**config.mk**
```make
export PLATFORM = sky130hd
export DESIGN_NAME = mem_stage_ctrl
export DESIGN_NICKNAME = d
export VERILOG_FILES = /design/src/rtl/mem_stage_ctrl.sv
export SDC_FILE = /design/constraint.sdc
export NUM_CORES = 1
export LEC_CHECK = 0
export ABC_AREA = 1
export CORE_MARGIN = 5
export CORE_UTILIZATION = 45
export DETAILED_ROUTE_END_ITERATION = 12
export MAX_ROUTING_LAYER = met4
export PLACE_DENSITY_LB_ADDON = 0.12
export SYNTH_ARGS = -nofsm -noshare
export SYNTH_HDL_FRONTEND = slang
export SYNTH_SLANG_ARGS = --single-unit
```
**constraint.sdc**
```tcl
create_clock -name clock -period 11.17 [get_ports clock]
set_clock_uncertainty 0.05 [all_clocks]
set_input_delay 2.7925 -clock clock [delete_from_list [all_inputs] [get_ports clock]]
set_output_delay 2.7925 -clock clock [all_outputs]
set_load 0.02 [all_outputs]
```
**src/rtl/mem_stage_ctrl.sv**
```systemverilog
// MEM stage controller: runs one data-memory access per load/store over a
// req/ack handshake, freezes the pipeline while the access is outstanding,
// builds byte enables / replicated store data, and aligns and extends loads.
//
// Handshake: mem_req rises on the cycle after a legal access is accepted and
// stays high with mem_we/mem_addr/mem_be/mem_wdata held stable until the
// first cycle mem_ack is sampled high (or the timeout expires). mem_ack is
// only honoured while the FSM is in ACCESS; it is ignored at all other times.
module mem_stage_ctrl #(
    parameter int unsigned TIMEOUT = 16,
    parameter int unsigned CNT_W   = 8
) (
    input  logic        clock,
    input  logic        reset,
    input  logic        in_valid,
    input  logic        flush,
    input  logic        mem_wr,
    input  logic        mem_to_reg,
    input  logic [1:0]  dsize,
    input  logic        load_ext,
    input  logic [31:0] exec_result,
    input  logic [31:0] busb,
    output logic        mem_req,
    output logic        mem_we,
    output logic [31:0] mem_addr,
    output logic [3:0]  mem_be,
    output logic [31:0] mem_wdata,
    input  logic [31:0] mem_rdata,
    input  logic        mem_ack,
    output logic        stall,
    output logic [31:0] load_data,
    output logic        load_valid,
    output logic        misalign_exc,
    output logic        bus_err,
    output logic [1:0]  dbg_state
);

    typedef enum logic [1:0] {
        IDLE   = 2'd0,
        ACCESS = 2'd1,
        DONE   = 2'd2
    } state_t;

    state_t           state_q;
    logic [CNT_W-1:0] cnt_q;
    logic [1:0]       size_q;
    logic [1:0]       off_q;
    logic             ext_q;
    logic             is_load_q;

    logic             mem_req_q;
    logic             mem_we_q;
    logic [31:0]      mem_addr_q;
    logic [3:0]       mem_be_q;
    logic [31:0]      mem_wdata_q;
    logic [31:0]      load_data_q;
    logic             load_valid_q;
    logic             misalign_q;
    logic             bus_err_q;

    logic             is_mem;
    logic             aligned;
    logic             req_ok;
    logic             start;
    logic             misalign;
    logic [3:0]       be_d;
    logic [31:0]      wdata_d;
    logic [7:0]       byte_lane;
    logic [15:0]      half_lane;
    logic [31:0]      load_d;

    // A store wins when both mem_wr and mem_to_reg are set.
    assign is_mem   = mem_wr | mem_to_reg;
    assign req_ok   = (state_q == IDLE) & in_valid & ~flush & is_mem;
    assign start    = req_ok & aligned;
    assign misalign = req_ok & ~aligned;
    assign stall    = start | (state_q == ACCESS);

    // Natural alignment check; the reserved size never aligns.
    always_comb begin
        aligned = 1'b0;
        case (dsize)
            2'b00:   aligned = (exec_result[1:0] == 2'b00);
            2'b01:   aligned = ~exec_result[0];
            2'b10:   aligned = 1'b1;
            default: aligned = 1'b0;
        endcase
    end

    // Little-endian byte enables and lane-replicated store data.
    always_comb begin
        be_d    = 4'b0000;
        wdata_d = busb;
        case (dsize)
            2'b00: begin
                be_d    = 4'b1111;
                wdata_d = busb;
            end
            2'b01: begin
                be_d    = exec_result[1] ? 4'b1100 : 4'b0011;
                wdata_d = {2{busb[15:0]}};
            end
            default: begin
                be_d    = 4'b0001 << exec_result[1:0];
                wdata_d = {4{busb[7:0]}};
            end
        endcase
    end

    // Pick the addressed lane of the read data and extend it to 32 bits.
    always_comb begin
        byte_lane = mem_rdata[7:0];
        case (off_q)
            2'b00:   byte_lane = mem_rdata[7:0];
            2'b01:   byte_lane = mem_rdata[15:8];
            2'b10:   byte_lane = mem_rdata[23:16];
            default: byte_lane = mem_rdata[31:24];
        endcase
        half_lane = off_q[1] ? mem_rdata[31:16] : mem_rdata[15:0];
        load_d    = mem_rdata;
        case (size_q)
            2'b00:   load_d = mem_rdata;
            2'b01:   load_d = {{16{ext_q & half_lane[15]}}, half_lane};
            default: load_d = {{24{ext_q & byte_lane[7]}}, byte_lane};
        endcase
    end

    // Access FSM with registered request fields and one-cycle status pulses.
    always_ff @(posedge clock or posedge reset) begin
        if (reset) begin
            state_q      <= IDLE;
            cnt_q        <= '0;
            size_q       <= 2'b00;
            off_q        <= 2'b00;
            ext_q        <= 1'b0;
            is_load_q    <= 1'b0;
            mem_req_q    <= 1'b0;
            mem_we_q     <= 1'b0;
            mem_addr_q   <= 32'd0;
            mem_be_q     <= 4'b0000;
            mem_wdata_q  <= 32'd0;
            load_data_q  <= 32'd0;
            load_valid_q <= 1'b0;
            misalign_q   <= 1'b0;
            bus_err_q    <= 1'b0;
        end else begin
            load_valid_q <= 1'b0;
            misalign_q   <= 1'b0;
            bus_err_q    <= 1'b0;
            case (state_q)
                IDLE: begin
                    if (start) begin
                        state_q     <= ACCESS;
                        mem_req_q   <= 1'b1;
                        mem_we_q    <= mem_wr;
                        mem_addr_q  <= {exec_result[31:2], 2'b00};
                        mem_be_q    <= be_d;
                        mem_wdata_q <= wdata_d;
                        cnt_q       <= CNT_W'(1);
                        size_q      <= dsize;
                        off_q       <= exec_result[1:0];
                        ext_q       <= load_ext;
                        is_load_q   <= mem_to_reg & ~mem_wr;
                    end else if (misalign) begin
                        misalign_q <= 1'b1;
                    end
                end
                ACCESS: begin
                    if (mem_ack) begin
                        state_q   <= DONE;
                        mem_req_q <= 1'b0;
                        if (is_load_q) begin
                            load_data_q  <= load_d;
                            load_valid_q <= 1'b1;
                        end
                    end else if (cnt_q == CNT_W'(TIMEOUT)) begin
                        state_q   <= DONE;
                        mem_req_q <= 1'b0;
                        bus_err_q <= 1'b1;
                    end else begin
                        cnt_q <= cnt_q + CNT_W'(1);
                    end
                end
                DONE: begin
                    state_q <= IDLE;
                end
                default: begin
                    state_q <= IDLE;
                end
            endcase
        end
    end

    assign mem_req      = mem_req_q;
    assign mem_we       = mem_we_q;
    assign mem_addr     = mem_addr_q;
    assign mem_be       = mem_be_q;
    assign mem_wdata    = mem_wdata_q;
    assign load_data    = load_data_q;
    assign load_valid   = load_valid_q;
    assign misalign_exc = misalign_q;
    assign bus_err      = bus_err_q;
    assign dbg_state    = state_q;

endmodule

```
# == Word level (Yosys, flattened, before mapping) ==
# Index checks and enable logic that the tools add are counted.
# word_totals
register_bits,119
latchBits,0
ram_bits,0
rom_bits,0
inputBits,106
wordCells,81
memories,0
# classes
n_addsub,1
mul,0
n_div,0
n_lt_le_gt_ge,0
eq_ne,11
n_shift,1
mux,28
bitwise,14
reduce_logical,11
# ops
operator,n
32-bit case mux with 2 select lines,2
8-bit 2-to-1 mux,3
8-bit case mux with 3 select lines,1
16-bit 2-to-1 mux,1
8-bit case mux with 2 select lines,1
1-bit 2-to-1 mux,12
2-bit zero test,5
8-bit by 1-bit adder with 8-bit output (second input constant),1
1-bit AND,8
2-bit by 1-bit equality test with 1-bit output (second input constant),4
8-bit by 5-bit equality test with 1-bit output (second input constant),1
4-bit case mux with 2 select lines,1
2-bit 2-to-1 mux,3
2-bit inequality test (second input constant),3
3-bit AND reduction,2
2-bit equality test (second input constant),2
4-bit 2-to-1 mux,1
1-bit NOT,4
2-bit case mux with 2 select lines,1
2-bit AND reduction,2
4-bit AND reduction,1
1-bit by 2-bit left shift with 4-bit output (first input constant),1
3-bit by 2-bit inequality test with 1-bit output (second input constant),1
1-bit case mux with 3 select lines,1
3 further kinds,4

# == Longest topological paths before layout ==
# Gate-level depths: netlist (run 1).
# depth
word_depth,8
ltp_mapped,10
mapped_depth_nobuf,9

# == Worst setup path after synthesis (run 1) ==
# No wires, ideal clock.
# synth_path
path_kind,input to output
start,input port flush
end,output port stall
arrival_time_ns,3.734
setup_slack_ns,4.594
path_stages,6
path_buffers,2
path_cell_list,o21bai_1 -> nor2_1 -> nand2_8 -> buf_6 -> buf_6 -> nand2_1
# synth_between
elab_chain_cells,5
# synth_lines
item,line_no,text
start: declaration,16,"input logic flush,"
1-bit NOT,74,assign req_ok = (state_q == IDLE) & in_valid & ~flush & is_mem;
1-bit AND (2 in a row),74,
1-bit AND,75,assign start = req_ok & aligned;
1-bit OR,77,assign stall = start | (state_q == ACCESS);
end: declaration,30,"output logic stall,"
# No other way between the ends.

# == Worst setup path in the final report (run 1) ==
# layout_path
start,input port dsize[1]
end,output port stall
# layout_between
elab_chain_cells,4
# layout_lines
item,line_no,text
start: declaration,19,"input logic [1:0] dsize,"
2-bit equality test (tied with other cells),82,case (dsize)
1-bit case mux with 3 select lines (*),82,
1-bit AND (*),75,
1-bit OR (*),77,
# Mark *: on every way between the ends. The rest lies on a longest branch, timed or not.

==> results.yml, run 1 <==
power_and_ir_drop:
  p_leak_nw: 4.08
  p_total_w: 0.00193
  power_per_cell_area_mw_per_mm2: 227
  peakVddDrop_uv: 125
synthesis:
  synth_top_family_by_area: "simple AND/OR/NAND/NOR gates"
  synth_area_mm2: 0.00581
  synthMuxAreaShare_pct: 0
  yosys.area_share.simple_pct: 34.7
  ys_warn_count: 0
  synth_top_area_share_pct: 51.2
  synthAdderAreaFrac_pct: 0.431
  synth_compound_area_share_pct: 6.67
  yosysTopAreaCell: "dfrtp_1"
  synth_xor_xnor_area_share_pct: 0.151
  yosysSeqAreaShare_pct: 51.2
  avgSynthCellArea_um2: 7.51
  ys_seq_elements: 119
  syn-instance-count: 774
  synth_area_leaders: "dfrtp_1 (51%), nand2_1 (22%), nor2_1 (6.8%)"
  synth_cell_types: 32
cts:
  post-cts-setup-buffer-count: 0
  cts_sinks: 119
  post_cts_resized: 0
  root_buffer: "clkbuf_16"
  htreeDepth: 4
  cts_tree: "yes"
  path_clk_slew_ns: 0.05
  cts_made_buffers: 17
  cts_hold_buf: 0
  worstSkewPairLatency_ns: 0.41
  clk_path_buf_depth: 2
sta:
  max_freq_mhz: 125
  finalMaxSlewViolations: 0
  fin_tns_setup_ns: 0
  period_needed_ns: 7.99
  layout_setup_ws_ns: 3.18
  setup_viol: 0
  hold_violations: 0
  worst_pin_slew_ns: 0.875
  slew_headroom_pct: 41.5
  rsz0062_at_grt: "no"
  holdWs_ns: 0.424
  fin_crit_sh_pct: 71.5
worst_setup_path:
  cpLargestDelayFamily: "buffers and inverters"
  regToRegSetupSlack_ns: 8.49
  r2r-end: "load_data[7]"
  crit_fanout: 100
  timing.critical_path.from: "dsize[1]"
  path_buf_inv: 3
  crit_slowest_cell: "clkdlybuf4s50_1"
  r2r-start: "dbg_state[1]"
  slowest_delay_ns: 0.71
  critical_path_class: "in2out"
  worstPathArrival_ns: 5.15
  cp.depth: 8
  rr_worst_depth: 6
  cp-start-kind: "input pin"
  end_kind: "primary output"
  cp_cell_sequence: "clkdlybuf4s50_1 -> inv_4 -> nand2_4 -> nor2_4 -> nor2_4 -> nand2_8 -> nand2_1 -> clkdlybuf4s50_1"
  critPathCapture: "stall"
  required_ns: 8.33
cells_and_area:
  finalNetCount: 1079
  syn2layout_area_growth_pct: 46.1
  fill_cells: 1103
  final_util_pct: 67.3
  final_layout_size_suffix_gt1_share_pct: 4.89
  n_antenna_cell: 0
die:
  die-width_um: 124
  die_y_um: 124
  core_mm2: 0.0126
  ios: 214
  die_area_mm2: 0.0153
  initial_core_util_pct: 46.1
  rows: 41
min_path:
  hold_depth: 2
  hold_class: "reg2reg"
global_route:
  antenna_found_initial: 0
  grt_util_all_layers_pct: 23.7
  grt_pass1_vias: 5332
  grt-ovfl-total: 0
  grt_pass1_wl_um: 27200
  grt_max_degree: 101
routing:
  vias: 5599
  dr.pass1.iters: 5
  via_per_inst: 4.86
  wl_um: 17200
  postRouteAntennaNets: 0
  avgRoutedWirePerCell_um: 14.9
  drtIter0Drc: 465
  post-route-drc-count: 0
placed_design:
  post-dp-hpwl_um: 12200
  place.gp.congestion: 0.954
  place_ws_ns: 3.13
  io_buffers: 211
run_status:
  status: "finished clean"
flow_run:
  drv_cap: 0
power by group:
group	total [W]	switching [W]	internal [W]
sequential	0.000671	0.0000977	0.000573
clock	0.000508	0.000190	0.000317
combinational	0.000750	0.000403	0.000347
cell type report:
| cell class | count | area, um^2 | area share (%) |
|---|---|---|---|
| multi-input cells | 574 | 2450 | 28.8 |
| clock inverters | 9 | 78.8 | 0.929 |
| flip-flops and latches | 119 | 2980 | 35.1 |
| well taps | 172 | 215 | 2.53 |
| inverters | 47 | 183 | 2.15 |
| clock buffers | 20 | 467 | 5.50 |
| repair buffers | 212 | 2120 | 25.0 |
flip-flops by register name (all words and copies together), names as in the netlist:
signal        cells
bus_err           1
cnt_q             8
dbg_state         2
ext_q             1
is_load_q         1
load_data        32
load_valid        1
mem_addr         30
mem_be            4
mem_req           1
mem_wdata        32
mem_we            1
misalign_exc      1
off_q             2
size_q            2
cell usage after synthesis:
cell type	instances
nand2_1	339
dfrtp_1	119
nor2_1	106
inv_1	42
nand3_1	42
o21ai_0	39
buf_2	11
clkbuf_1	10
buf_4	9
a21oi_1	8
o21bai_1	8
o211ai_1	7
buf_6	4
nor2_4	4
inv_2	3
nor3_1	3
o21ai_1	3
ha_1	2
nand2_4	2
a21oi_2	1
a21oi_4	1
buf_1	1
clkinv_2	1
conb_1	1
inv_4	1
nand2_8	1
nand3_2	1
nand4_1	1
nor2_2	1
nor3b_1	1
or2_2	1
xnor2_1	1
worst min-delay path by stage:
stage                        from             to  slack (ns)
detailed placement  mem_wdata[16]  mem_wdata[16]        0.41
CTS                 mem_wdata[16]  mem_wdata[16]        0.43
finish               mem_addr[11]   mem_addr[11]        0.42
global route        mem_wdata[16]  mem_wdata[16]        0.44
floorplan               is_load_q      is_load_q        0.40
global placement     mem_addr[19]   mem_addr[19]        0.41
placed cells by master (no fill, tap or decap), types with 6 or more instances in the layout:
| cell | Yosys | final |
|---|---|---|
| o21ai_0 | 39 | 39 |
| a21oi_1 | 8 | 8 |
| nor2_1 | 106 | 106 |
| nand2_1 | 339 | 339 |
| clkbuf_16 | 0 | 17 |
| o211ai_1 | 7 | 7 |
| inv_1 | 42 | 41 |
| clkinv_2 | 1 | 6 |
| nand3_1 | 42 | 42 |
| clkdlybuf4s50_1 | 0 | 211 |
| o21bai_1 | 8 | 8 |
| dfrtp_1 | 119 | 119 |
worst min-delay path, delay by kind of cell, from the launching register on:
| kind | cells | cell delay (ns) |
|---|---|---|
| AND/OR/NAND/NOR | 2 | 0.11 |
| flip-flops | 1 | 0.33 |
cell families after synthesis:
family	after synthesis
fa+ha+maj	2
xor+xnor	1
flops	119
other cells	1
simple gates	502
buf+inv	82
compound gates	67
stage by stage:
step,cell area [um^2],cells
floorplan,5820,775
global placement,7940,1124
detailed placement,7940,1124
CTS,8490,1153
global route,8490,1153
finish,8490,1153
per-layer routing:
metal | vias to the layer above | GRT usage [%] | routed length [um]
li1 | 2795 | - | -
met3 | 19 | 7.81 | 1400
met1 | 2602 | 31.9 | 7700
met2 | 183 | 34.4 | 7890
met4 | 0 | 6.71 | 220
met5 | - | - | 0
No activity file was read; power rests on OpenSTA's default activity.
==> run 2: changes to the inputs <==
==> constraint.sdc (replaced) <==
create_clock -name clock -period 7.6 [get_ports clock]
set_clock_uncertainty 0.05 [all_clocks]
set_input_delay 1.9 -clock clock [delete_from_list [all_inputs] [get_ports clock]]
set_output_delay 1.9 -clock clock [all_outputs]
set_load 0.02 [all_outputs]
==> results.yml, run 2 (synthesis gave the netlist of run 1 again) <==
cells_and_area:
  fill_cells: 1075
  n_antenna_cell: 0
  final_common_cell: "nand2_1"
  syn2layout_area_growth_pct: 47.2
  fin_cells: 1156
  finalNetCount: 1079
  final_layout_size_suffix_gt1_share_pct: 4.78
  layout.cells.most_common_list: "nand2_1 (339), clkdlybuf4s50_1 (211), dfrtp_1 (119)"
  stdcell_area_mm2: 0.00856
placed_design:
  post-place-cells: 1124
  post-dp-hpwl_um: 12100
  place.gp.congestion: 0.937
  io_buffers: 211
  place_ws_ns: 1.34
  post_dp_cell_area_mm2: 0.00794
worst_setup_path:
  r2r-end: "load_data[7]"
  cp-start-kind: "input pin"
  critPathCapture: "stall"
  regToRegSetupSlack_ns: 4.96
  timing.critical_path.from: "dsize[1]"
  critical_path_class: "in2out"
  end_kind: "primary output"
  r2r-start: "dbg_state[1]"
  required_ns: 5.65
  worstPathArrival_ns: 4.30
  crit_fanout: 100
  rr_worst_depth: 6
power_and_ir_drop:
  power_per_cell_area_mw_per_mm2: 340
  p_seq_share_pct: 33.8
  p_leak_nw: 4.11
  switchingPower_w: 0.00101
  combPwrFrac_pct: 37.8
  intPower_w: 0.00190
  p_sw_share_pct: 34.6
  peakVddDrop_uv: 176
  clockPowerShare_pct: 28.4
cts:
  cts_made_buffers: 17
  cts_hold_buf: 0
  worstSkewPairLatency_ns: 0.41
  path_clk_slew_ns: 0.05
  cts_tree: "yes"
  post-cts-setup-buffer-count: 0
  cts_sinks: 119
  htreeDepth: 4
  post_cts_resized: 0
  root_buffer: "clkbuf_16"
  clk_path_buf_depth: 2
die:
  die_area_mm2: 0.0153
  die_y_um: 124
  core_mm2: 0.0126
  initial_core_util_pct: 46.1
  die-width_um: 124
  ios: 214
  rows: 41
min_path:
  hold_class: "reg2reg"
  hold_depth: 2
routing:
  vias: 5519
  wl_met2_um: 7800
  wl_met1_um: 7540
  via_per_inst: 4.77
  top_layer: "met4"
  wl_met3_um: 1380
  dr.pass1.iters: 4
  wl_um: 17000
  postRouteAntennaNets: 0
  post-route-drc-count: 0
  drtIter0Drc: 408
  avgRoutedWirePerCell_um: 14.7
sta:
  fin_crit_sh_pct: 82.3
  slew_headroom_pct: 37.6
  fin_tns_setup_ns: 0
  max_freq_mhz: 160
  finalMaxSlewViolations: 0
  period_needed_ns: 6.25
  layout_setup_ws_ns: 1.35
  setup_viol: 0
  worst_pin_slew_ns: 0.936
  rsz0062_at_grt: "no"
  hold_violations: 0
  holdWs_ns: 0.425
global_route:
  antenna_found_initial: 0
  grt_pass1_wl_um: 27000
  grt_max_degree: 101
  grt_util_all_layers_pct: 23.2
  grt-ovfl-total: 0
  grt_pass1_vias: 5388
run_status:
  status: "finished clean"
flow_run:
  drv_cap: 0
-- run 2: cell count changes in the layout (fill, tap and decap cells not counted) --
cell and change:
clkbuf_1 +4, clkinv_2 -3, bufinv_16 +2, clkbuf_8 +1
clkinvlp_4 -1
-- run 2: stage by stage --
stage | util [%] | total power (W)
floorplan | - | 0.00155
global placement | 62.9 | 0.00209
detailed placement | 62.9 | 0.00210
CTS | 67.8 | 0.00293
global route | 67.8 | 0.00308
finish | 67.8 | 0.00291
-- run 2: worst min-delay path by stage --
stage,start,to,slack (ns)
floorplan,is_load_q,is_load_q,0.40
global placement,mem_addr[19],mem_addr[19],0.41
detailed placement,mem_wdata[20],mem_wdata[20],0.41
CTS,mem_wdata[20],mem_wdata[20],0.43
global route,mem_addr[20],mem_addr[20],0.44
finish,mem_addr[11],mem_addr[11],0.43
-- run 2: worst max-delay path, stage by stage --
cell and delay (ns):
clkdlybuf4s50_1 0.72, inv_4 0.14, nand2_4 0.18, nor2_4 0.05, nor2_4 0.15, nand2_8 0.34
nand2_1 0.19, clkdlybuf4s50_1 0.63
-- run 2: layer usage --
| metal | up-vias | track usage, % |
|---|---|---|
| met5 | - | - |
| met4 | 0 | 6.85 |
| met3 | 21 | 6.27 |
| met2 | 170 | 35.5 |
| met1 | 2545 | 30.5 |
| li1 | 2783 | - |
-- run 2: layout make-up --
cell class / count / area [um^2] / area share [%]
repair buffers: 212 / 2120 / 24.8
multi-input cells: 574 / 2450 / 28.6
clock buffers: 25 / 495 / 5.79
clock inverters: 7 / 116 / 1.36
well taps: 172 / 215 / 2.52
inverters: 47 / 183 / 2.14
flip-flops and latches: 119 / 2980 / 34.8
-- run 2: power by group through the flow --
stage,combinational [W],sequential [W],clock [W]
after detailed placement,0.00111,0.000991,0
after CTS,0.00111,0.000985,0.000836
after global routing,0.00120,0.00101,0.000867
after floorplan,0.000344,0.00120,0
final,0.00110,0.000983,0.000825
after global placement,0.00110,0.000987,0
==> run 3: changes to the inputs <==
==> constraint.sdc (replaced) <==
create_clock -name clock -period 6.14 [get_ports clock]
set_clock_uncertainty 0.05 [all_clocks]
set_input_delay 1.535 -clock clock [delete_from_list [all_inputs] [get_ports clock]]
set_output_delay 1.535 -clock clock [all_outputs]
set_load 0.02 [all_outputs]
==> results.yml, run 3 (synthesis gave the netlist of run 1 again) <==
global_route:
  grt_max_degree: 100
  grt_pass1_vias: 5368
  antenna_found_initial: 0
  grt_util_all_layers_pct: 23.8
  grt-ovfl-total: 0
  grt_pass1_wl_um: 27400
sta:
  rsz0062_at_grt: "no"
  fin_tns_setup_ns: 0
  layout_setup_ws_ns: 1.10
  setup_viol: 0
  fin_crit_sh_pct: 82.1
  worst_pin_slew_ns: 1.01
  finalMaxSlewViolations: 0
  period_needed_ns: 5.04
  hold_violations: 0
  max_freq_mhz: 198
  slew_headroom_pct: 32.9
routing:
  vias: 5561
  avgRoutedWirePerCell_um: 15.0
  via_per_inst: 4.80
  dr.pass1.iters: 4
  post-route-drc-count: 0
  postRouteAntennaNets: 0
  drtIter0Drc: 447
  wl_um: 17400
die:
  die_area_mm2: 0.0153
  die-width_um: 124
  rows: 41
  core_mm2: 0.0126
  ios: 214
  die_y_um: 124
  initial_core_util_pct: 46.1
worst_setup_path:
  worstPathArrival_ns: 3.46
  cp-start-kind: "input pin"
  critical_path_class: "in2out"
  required_ns: 4.55
  crit_fanout: 13
  end_kind: "primary output"
cts:
  cts_sinks: 119
  path_clk_slew_ns: 0.05
  post_cts_resized: 0
  root_buffer: "clkbuf_16"
  worstSkewPairLatency_ns: 0.42
  post-cts-setup-buffer-count: 0
  clk_path_buf_depth: 2
  cts_tree: "yes"
  cts_hold_buf: 0
  cts_made_buffers: 17
  htreeDepth: 4
cells_and_area:
  n_antenna_cell: 0
  regArea_mm2: 0.00298
  layout.cells.most_common_list: "nand2_1 (339), clkdlybuf4s50_1 (211), dfrtp_1 (119)"
  multi_input_area_mm2: 0.00245
  final_common_cell: "nand2_1"
  finalNetCount: 1082
  syn2layout_area_growth_pct: 48.2
  final_layout_size_suffix_gt1_share_pct: 5.47
  fill_cells: 1139
placed_design:
  place_ws_ns: 1.09
  place.gp.congestion: 0.938
  io_buffers: 211
  post-dp-hpwl_um: 12200
power_and_ir_drop:
  p_leak_nw: 4.13
  peakVddDrop_uv: 227
  power_per_cell_area_mw_per_mm2: 425
flow_run:
  drv_cap: 0
min_path:
  hold_class: "reg2reg"
run_status:
  status: "finished clean"
[run 3: area by class of cell]
type / instances / share of cell area, %
inverter: 47 / 2.12
clock inverter: 13 / 2.25
sequential: 119 / 34.6
tap: 172 / 2.50
timing repair buffer: 215 / 24.9
multi-input combinational: 574 / 28.4
clock buffer: 19 / 5.26
[run 3: final timing paths]
check	startpoint	endpoint	slack (ns)	cells after the start
worst max-delay path	dsize[1]	stall	1.10	8
worst max register to register	dbg_state[0]	mem_addr[19]	3.44	9
min in group asynchronous	reset	mem_wdata[26]	1.65	2
max in group asynchronous	reset	load_data[22]	3.31	3
worst min-delay path	mem_addr[24]	mem_addr[24]	0.43	2
worst min register to register	mem_addr[24]	mem_addr[24]	0.43	2
[run 3: layer usage]
layer	GRT usage, %	wire [um]	up-vias
met1	31.6	7500	2526
met5	-	0	-
met4	7.68	273	0
met3	6.54	1480	23
li1	-	-	2796
met2	35.7	8150	216
[run 3: worst max-delay path, stage by stage]
cell             delay [ns]
clkdlybuf4s50_1        0.69
inv_4                  0.13
nand2_4                0.17
nor2_4                 0.05
nor2_4                 0.15
nand2_8                0.05
nand2_1                0.06
clkdlybuf4s50_1        0.62
[run 3: report_power, final]
part	total [W]	switching, W	internal [W]
clock	0.00108	0.000372	0.000704
sequential	0.00122	0.000175	0.00104
combinational	0.00137	0.000739	0.000633
[run 3: per-stage QoR]
stage	cells	total power, W	cell area, um^2	utilization (%)	hold WS [ns]
2_1_floorplan	775	0.00192	5820	-	0.403
3_3_place_gp	1127	0.00258	7970	63.1	0.410
3_5_place_dp	1127	0.00260	7970	63.1	0.414
4_1_cts	1159	0.00370	8610	68.3	0.430
5_1_grt	1159	0.00387	8610	68.3	0.442
6_report	1159	0.00366	8610	68.3	0.425
